**config.mk**
```make
export PLATFORM = sky130hd
export DESIGN_NAME = lfsr_keystream
export DESIGN_NICKNAME = d
export VERILOG_FILES = /design/src/rtl/lfsr_pkg.sv /design/src/rtl/lfsr_core.sv /design/src/rtl/lfsr_keystream.sv
export SDC_FILE = /design/constraint.sdc
export NUM_CORES = 1
export LEC_CHECK = 0
export CAP_MARGIN = 10
export CORE_MARGIN = 3
export CORE_UTILIZATION = 55
export DETAILED_ROUTE_END_ITERATION = 7
export PLACE_DENSITY = 0.87
export RECOVER_POWER = 25
export SYNTH_ARGS = -nofsm -noshare
export SYNTH_HDL_FRONTEND = slang
export SYNTH_SLANG_ARGS = --single-unit
```
**constraint.sdc**
```tcl
create_clock -name clk -period 2.6 [get_ports clk]
set_input_delay 0.52 -clock clk [delete_from_list [all_inputs] [get_ports clk]]
set_output_delay 0.52 -clock clk [all_outputs]
set_load 0.02 [all_outputs]
```
**src/rtl/lfsr_pkg.sv**
```systemverilog
// Shared constants for the 5-bit Fibonacci LFSR keystream generator.
package lfsr_pkg;

  localparam int STATE_W = 5;
  localparam int OUT_W   = 22;
  localparam int CNT_W   = 5;

  // Any non-zero value works; all-zero would lock the register up.
  localparam logic [STATE_W-1:0] DEFAULT_SEED = 5'b00001;

  // x^5 + x^3 + 1: output tap and second feedback tap.
  localparam int TAP_A = 0;
  localparam int TAP_B = 2;

endpackage

```
**src/rtl/lfsr_core.sv**
```systemverilog
// LFSR state register with feedback logic; advances only when en is high.
module lfsr_core #(
  parameter int                   STATE_W = lfsr_pkg::STATE_W,
  parameter logic [STATE_W-1:0]   SEED    = lfsr_pkg::DEFAULT_SEED
) (
  input  logic clk,
  input  logic reset,
  input  logic en,
  output logic out_bit
);
  import lfsr_pkg::*;

  logic [STATE_W-1:0] state_q, state_d;
  logic               fb;

  // Next state: shift right and insert feedback at the MSB.
  always_comb begin
    fb      = state_q[TAP_A] ^ state_q[TAP_B];
    state_d = state_q;
    if (en) state_d = {fb, state_q[STATE_W-1:1]};
  end

  // State register, seeded while reset is held low.
  always_ff @(posedge clk) begin
    if (!reset) state_q <= SEED;
    else        state_q <= state_d;
  end

  assign out_bit = state_q[TAP_A];

endmodule

```
**src/rtl/lfsr_keystream.sv**
```systemverilog
// Keystream generator: runs the LFSR for a latched number of rounds,
// collects output bits into a shift register, then halts with done set.
module lfsr_keystream #(
  parameter int                 STATE_W = lfsr_pkg::STATE_W,
  parameter logic [STATE_W-1:0] SEED    = lfsr_pkg::DEFAULT_SEED,
  parameter int                 OUT_W   = lfsr_pkg::OUT_W,
  parameter int                 CNT_W   = lfsr_pkg::CNT_W
) (
  input  logic             clk,
  input  logic             reset,
  input  logic [CNT_W-1:0] rounds,
  output logic [OUT_W-1:0] bitstream,
  output logic             done
);

  logic [CNT_W-1:0] count_q, count_d;
  logic [CNT_W-1:0] rounds_q;
  logic [OUT_W-1:0] bitstream_q, bitstream_d;
  logic             done_q, done_d;
  logic             step;
  logic             out_bit;

  assign step = (count_q < rounds_q);

  lfsr_core #(
    .STATE_W (STATE_W),
    .SEED    (SEED)
  ) u_core (
    .clk     (clk),
    .reset   (reset),
    .en      (step),
    .out_bit (out_bit)
  );

  // Step bookkeeping: shift in the output bit, count, flag the last step.
  always_comb begin
    count_d     = count_q;
    bitstream_d = bitstream_q;
    done_d      = done_q;
    if (step) begin
      count_d     = count_q + 1'b1;
      bitstream_d = {bitstream_q[OUT_W-2:0], out_bit};
      done_d      = (count_d == rounds_q);
    end
  end

  // Registers; reset reinitialises everything and latches the round count.
  always_ff @(posedge clk) begin
    if (!reset) begin
      count_q     <= '0;
      rounds_q    <= rounds;
      bitstream_q <= '0;
      done_q      <= (rounds == '0);
    end else begin
      count_q     <= count_d;
      bitstream_q <= bitstream_d;
      done_q      <= done_d;
    end
  end

  assign bitstream = bitstream_q;
  assign done      = done_q;

endmodule

```
==> reports/results.ini, run 1 <==
[place]
place_congestion=0.801
numPortBuffers=29
dp.cells=234
hpwlAfterDp_mm=2.58

[worst_setup_path]
crit_type=reg2reg
worstPathArrival_ns=2.47
worstSetupStartpointType=flip-flop
critPathRequiredTime_ns=2.87
crit_fanout=17
end_kind=flip-flop

[die]
ioPinCount=30
die_x_microns=60.9
initial_core_util_pct=59.1
die_y_microns=60.9
die_area_sq_mm=0.00371
row_count=19
core_region_area_sq_mm=0.00281

[synth]
ys_warn_count=0
netlist_area_sq_mm=0.00166
yosysSeqAreaShare_pct=49.5
ys_seq_elements=38
syn_nets=198
synth.distinct_cells=26
synth_area_per_cell_sq_um=8.95
netlist_instances=185

[pwr]
power.density_mw_per_mm2=575
leakagePower_nw=0.749
ir_worst_vdd_v=0.000442

[clocking]
root_buffer=clkbuf_4
cts_hold_buf=0
clk_latency_ns=0.34
post_cts_buffers=0
cts_tree=yes
cts_buffers=5
clk_path_buf_depth=2
cts-resized-gates=0
clk_pin_slew_ns=0.11
htree_levels=2
clock-sinks=38

[status]
status=finished clean

[job]
cap_violations=0

[final_layout]
syn_to_final_growth_pct=23.1
layout.nets=223
instances_no_fill=241
diodes=0
final_cell_mix=nand3_1 (33), dfxtp_1 (32), o21ai_0 (31)
final_common_cell=nand3_1
layout-drive-gt1-share_pct=7.62
nFillCells=224

[sta]
hold_viol=0
slew_headroom_pct=51.9
layout_min_cycle_time_ns=2.21
skew_ns=0.00706
setup_tns_ns=0
setup_viol=0
timing.fmax_mhz=453
post-route-period-util_pct=84.8
drv_slew=0
grt_setup_unrepaired=no
worst_pin_slew_ns=0.721

[route]
vias=1522
wl_per_cell_microns=15.8
dr.first_iter.drc_count=134
drc=0
wirelength_mm=3.80
first_pass_iters=4
drt.antenna.violating_nets=0
viasPerCell=6.32

[global_route]
first_global_vias=1468
grt_pass1_wl_mm=6.58
grt-ovfl-total=0
antenna_found_initial=0
grt_usage_pct=24.0
grt_max_degree=36

[worst_hold_path]
min_path_type=reg2reg

-- critical path: stages (launching register included) --
cell,delay (ns)
edfxtp_1,0.43
inv_1,0.08
ha_1,0.26
a21o_1,0.23
a21oi_2,0.56
buf_4,0.33
nand3_1,0.10
a21oi_1,0.15
-- through the flow --
step	setup slack (ns)	hold WS, ns	power [mW]	utilization (%)	cell area [sq um]
after floorplan	0.868	0.440	0.761	-	1660
after CTS	0.418	0.485	1.19	72.8	2040
after global placement	0.564	0.455	0.807	70.1	1970
after global routing	0.238	0.512	1.24	72.7	2040
after detailed placement	0.477	0.470	0.816	70.1	1970
final	0.394	0.483	1.17	72.7	2040
-- cells by family (layout without fill, tap and decap cells) --
family,after synthesis,in the layout,synth area share [%]
xor+xnor,6,6,3.17
fa+ha+maj,6,6,4.53
compound gates,71,71,23.3
mux,1,1,0.604
flops,38,38,49.5
buf+inv,21,46,4.98
simple gates,42,42,13.8
-- Yosys cell counts (all sizes together) --
cell     instances  area, sq um
nor3             1         5.00
o21ai           31          155
o31ai            2         15.0
a211oi           1         7.51
inv              6         22.5
edfxtp           6          180
a21o             2         15.0
o2111ai          1         8.76
or3b             1         8.76
or4              3         22.5
a311oi           1         8.76
o32ai            1         8.76
nand3           33          165
ha               6         75.1
nand2b           1         6.26
nor2b            1         13.8
mux2i            1         10.0
xor2             3         26.3
nand2            1         3.75
clkbuf          12         45.0
a21oi           31          155
o2111a           1         12.5
buf              3         15.0
dfxtp           32          641
nor2             1         3.75
xnor2            3         26.3
-- area by class of cell --
cell class / count / area (sq um) / area share, %
Clock buffer: 7 / 76.3 / 3.74
Inverter: 6 / 22.5 / 1.10
Multi-Input combinational cell: 126 / 763 / 37.4
Sequential cell: 38 / 821 / 40.2
Tap cell: 31 / 38.8 / 1.90
Timing Repair Buffer: 33 / 318 / 15.6
-- sequential cells by signal (all words and copies together) (netlist names) --
name and count:
u_core.state_q 5, count_q 5, done 1, rounds_q 5
bitstream 22
-- where the power goes --
group          internal (mW)  switching [mW]  total (mW)  leakage [nW]
Clock                  0.185           0.187       0.372        0.0425
Combinational         0.0645          0.0885       0.153         0.385
Sequential             0.624          0.0225       0.647         0.321
-- path summary, 6_finish.rpt --
kind / startpoint / slack [ns] / end / cells after the start
worst max-delay path: rounds_q[3] / 0.39 / bitstream[15] / 7
worst min-delay path: bitstream[21] / 0.48 / bitstream[21] / 2
worst max register to register: rounds_q[3] / 0.39 / bitstream[15] / 7
worst min register to register: bitstream[21] / 0.48 / bitstream[21] / 2
-- routing by layer --
layer | global-route usage [%] | up-vias | part of all wire [%]
met1 | 29.3 | 745 | 43
met2 | 39.4 | 40 | 51
met4 | 12.4 | 0 | 2.1
met3 | 5.74 | 9 | 4.2
met5 | 0 | - | 0
li1 | - | 728 | -
No activity file was read; power rests on OpenSTA's default activity.
==> inputs of run 2 (changes only) <==
- CORE_UTILIZATION: 55 -> 46
- PLACE_DENSITY: 0.87 -> 0.78
- clock period: 2.6 -> 1.9 ns (I/O delays scaled with it)
==> run 2 against run 1 <==
Compared with the run above: combinational power rose by 54%; design area is 4.3% higher; non-clock buffer count grew 10; first-iteration DRC count down 14%; clock power is 12% higher; utilization fell by 9.9 points; wire length up 2.4%; final cell count increased by 11%; critical endpoint is now count_q[3]; largest cell class unchanged; via count decreased by 0.72%; worst setup slack got worse by 0.39 ns.
==> reports/results.ini, run 2 (synthesis gave the netlist of run 1 again) <==
[status]
status=finished clean  ; unchanged

[worst_setup_path]
critical_path_buf_inv_count=2  ; unchanged
path_depth=7  ; unchanged
crit_chain=inv_1 -> ha_1 -> a21o_1 -> a21o_1 -> buf_4 -> o31ai_1 -> a21oi_2  ; was inv_1 -> ha_1 -> a21o_1 -> a21oi_2 -> buf_4 -> nand3_1 -> a21oi_1
reg2reg_slack_ns=0.002  ; was 0.39 ns
critPathRequiredTime_ns=2.13  ; was 2.87 ns
r2r_start=rounds_q[3]  ; unchanged
crit_type=reg2reg  ; unchanged
worstPathArrival_ns=2.12  ; was 2.47 ns
end_kind=flip-flop  ; unchanged
worstSetupStartpointType=flip-flop  ; unchanged
crit_fanout=15  ; was 17
critPathSlowestCell=edfxtp_1  ; was a21oi_2
critPathTopFamily=compound AO/OA/AOI/OAI gates  ; unchanged
path_common_cell=a21o_1
r2r_cells=7  ; unchanged
reg2reg_to=count_q[3]  ; was bitstream[15]
startpoint=rounds_q[3]  ; unchanged
crit_path_end=count_q[3]  ; was bitstream[15]
critical_path.max_stage_delay_ns=0.41  ; was 0.56 ns

[route]
first_pass_iters=4  ; unchanged
vias=1511  ; was 1522
wl_per_cell_microns=14.6  ; was 15.8 microns
wirelength_mm=3.89  ; was 3.80 mm
viasPerCell=5.66  ; was 6.32
drt.antenna.violating_nets=0  ; unchanged
drc=0  ; unchanged
dr.first_iter.drc_count=115  ; was 134

[place]
hpwlAfterDp_mm=2.80  ; was 2.58 mm
place_congestion=0.795  ; was 0.801
numPortBuffers=29  ; unchanged
place_ws_ns=0.0428  ; was 0.477 ns

[clocking]
cts_tree=yes  ; unchanged
clk_latency_ns=0.35  ; was 0.34 ns
clk_path_buf_depth=2  ; unchanged
root_buffer=clkbuf_4  ; unchanged
clk_pin_slew_ns=0.11  ; about the same
cts_hold_buf=0  ; unchanged
clock-sinks=38  ; unchanged
cts_buffers=5  ; unchanged
htree_levels=2  ; unchanged

[pwr]
p_int_mw=1.11  ; was 0.874 mW
ir_worst_vdd_v=0.000510  ; was 0.000442 V
p_seq_share_pct=57.5  ; was 55.2%
power.density_mw_per_mm2=721  ; was 575 mW/mm^2
switchingPower_mw=0.426  ; was 0.298 mW
leakagePower_nw=0.778  ; was 0.749 nW
swShare_pct=27.8  ; was 25.4%
clock_power_share_pct=27.1  ; was 31.8%
combinationalPowerShare_pct=15.4  ; was 13.1%

[sta]
skew_ns=0.0174  ; was 0.00706 ns
setup_tns_ns=0  ; unchanged
fin_hold_ws_ns=0.484  ; was 0.483 ns
drv_slew=0  ; unchanged
layout_min_cycle_time_ns=1.90  ; was 2.21 ns
setup_ws_ns=0.00233  ; was 0.394 ns
grt_setup_unrepaired=yes  ; was no
setup_viol=0  ; unchanged
hold_viol=0  ; unchanged
slew_headroom_pct=72.0  ; was 51.9%
worst_pin_slew_ns=0.421  ; was 0.721 ns
timing.fmax_mhz=527  ; was 453 MHz
post-route-period-util_pct=99.9  ; was 84.8%

[global_route]
antenna_found_initial=0  ; unchanged
first_global_vias=1430  ; was 1468
grt_max_degree=34  ; was 36
grt_usage_pct=19.4  ; was 24.0%
grt_pass1_wl_mm=6.53  ; was 6.58 mm
grt-ovfl-total=0  ; unchanged

[die]
ioPinCount=30  ; unchanged
die_y_microns=66.0  ; was 60.9 microns
row_count=21  ; was 19
core_region_area_sq_mm=0.00339  ; was 0.00281 sq mm
die_area_sq_mm=0.00436  ; was 0.00371 sq mm
initial_core_util_pct=48.9  ; was 59.1%
die_x_microns=66.0  ; was 60.9 microns

[final_layout]
final_cell_mix=nand3_1 (33), dfxtp_1 (32), o21ai_0 (30)  ; was nand3_1 (33), dfxtp_1 (32), o21ai_0 (31)
layout-drive-gt1-share_pct=11.8  ; was 7.62%
diodes=0  ; unchanged
syn_to_final_growth_pct=28.4  ; was 23.1%
nFillCells=286  ; was 224
layout.nets=233  ; was 223
final_common_cell=nand3_1  ; unchanged
final_util_pct=62.8  ; was 72.7%
largest_register_ffs=22  ; unchanged

[worst_hold_path]
holdPathStages=2  ; unchanged
min_path_type=reg2reg  ; unchanged

[job]
cap_violations=0  ; unchanged

## run 2: changes by cell type in the layout (fill, tap and decap cells not counted), sizes merged
cell	change
buf	+10
clkbuf	-1
clkdlybuf4s50	+4
clkinv	+2
dlygate4sd3	-4
## run 2: worst min path at each step
stage / from / endpoint / slack (ns)
detailed placement: bitstream[18] / bitstream[19] / 0.47
global placement: u_core.state_q[4] / u_core.state_q[3] / 0.46
CTS: u_core.state_q[3] / u_core.state_q[2] / 0.49
floorplan: u_core.state_q[3] / u_core.state_q[2] / 0.44
finish: u_core.state_q[4] / u_core.state_q[3] / 0.48
global route: u_core.state_q[3] / u_core.state_q[2] / 0.50
## run 2: metal layers
metal | share of wire (%) | wire length, microns | vias up | track usage [%]
met3 | 2.7 | 104 | 6 | 3.40
met4 | 1.6 | 61 | 0 | 8.88
met5 | 0 | 0 | - | 0
li1 | - | - | 744 | -
met1 | 44 | 1700 | 730 | 24.7
met2 | 52 | 2030 | 31 | 31.9
## run 2: worst reg2reg max path: stages (launching register included)
cell and delay, ns:
edfxtp_1 0.41, inv_1 0.07, ha_1 0.26, a21o_1 0.20
a21o_1 0.22, buf_4 0.19, o31ai_1 0.34, a21oi_2 0.10
## run 2: area by class of cell
cell class              instances  area (sq um)  share of cell area, %
well taps                      46          57.6                   2.71
multi-input cells             126           767                   36.1
inverters                       6          22.5                   1.06
flip-flops and latches         38           821                   38.6
clock inverters                 2          13.8                  0.647
repair buffers                 43           404                   19.0
clock buffers                   6          41.3                   1.94
## run 2: power by group through the flow
stage / clock (mW) / combinational [mW] / sequential, mW
after floorplan: 0 / 0.136 / 0.905
after global placement: 0 / 0.228 / 0.897
after detailed placement: 0 / 0.237 / 0.900
after CTS: 0.428 / 0.238 / 0.881
after global routing: 0.458 / 0.260 / 0.886
final: 0.415 / 0.236 / 0.881
## run 2: through the flow
stage	total power, mW	instance area [sq um]	std cells
after floorplan	1.04	1660	185
after global placement	1.13	2060	258
after detailed placement	1.14	2060	258
after CTS	1.55	2120	266
after global routing	1.60	2130	267
final	1.53	2130	267
## run 2: repair_timing
action                     4_1_cts  5_1_grt
setup endpoints to repair        0       25
gates resized for setup          0        2
buffers inserted                 0        1
hold endpoints to repair         0        0
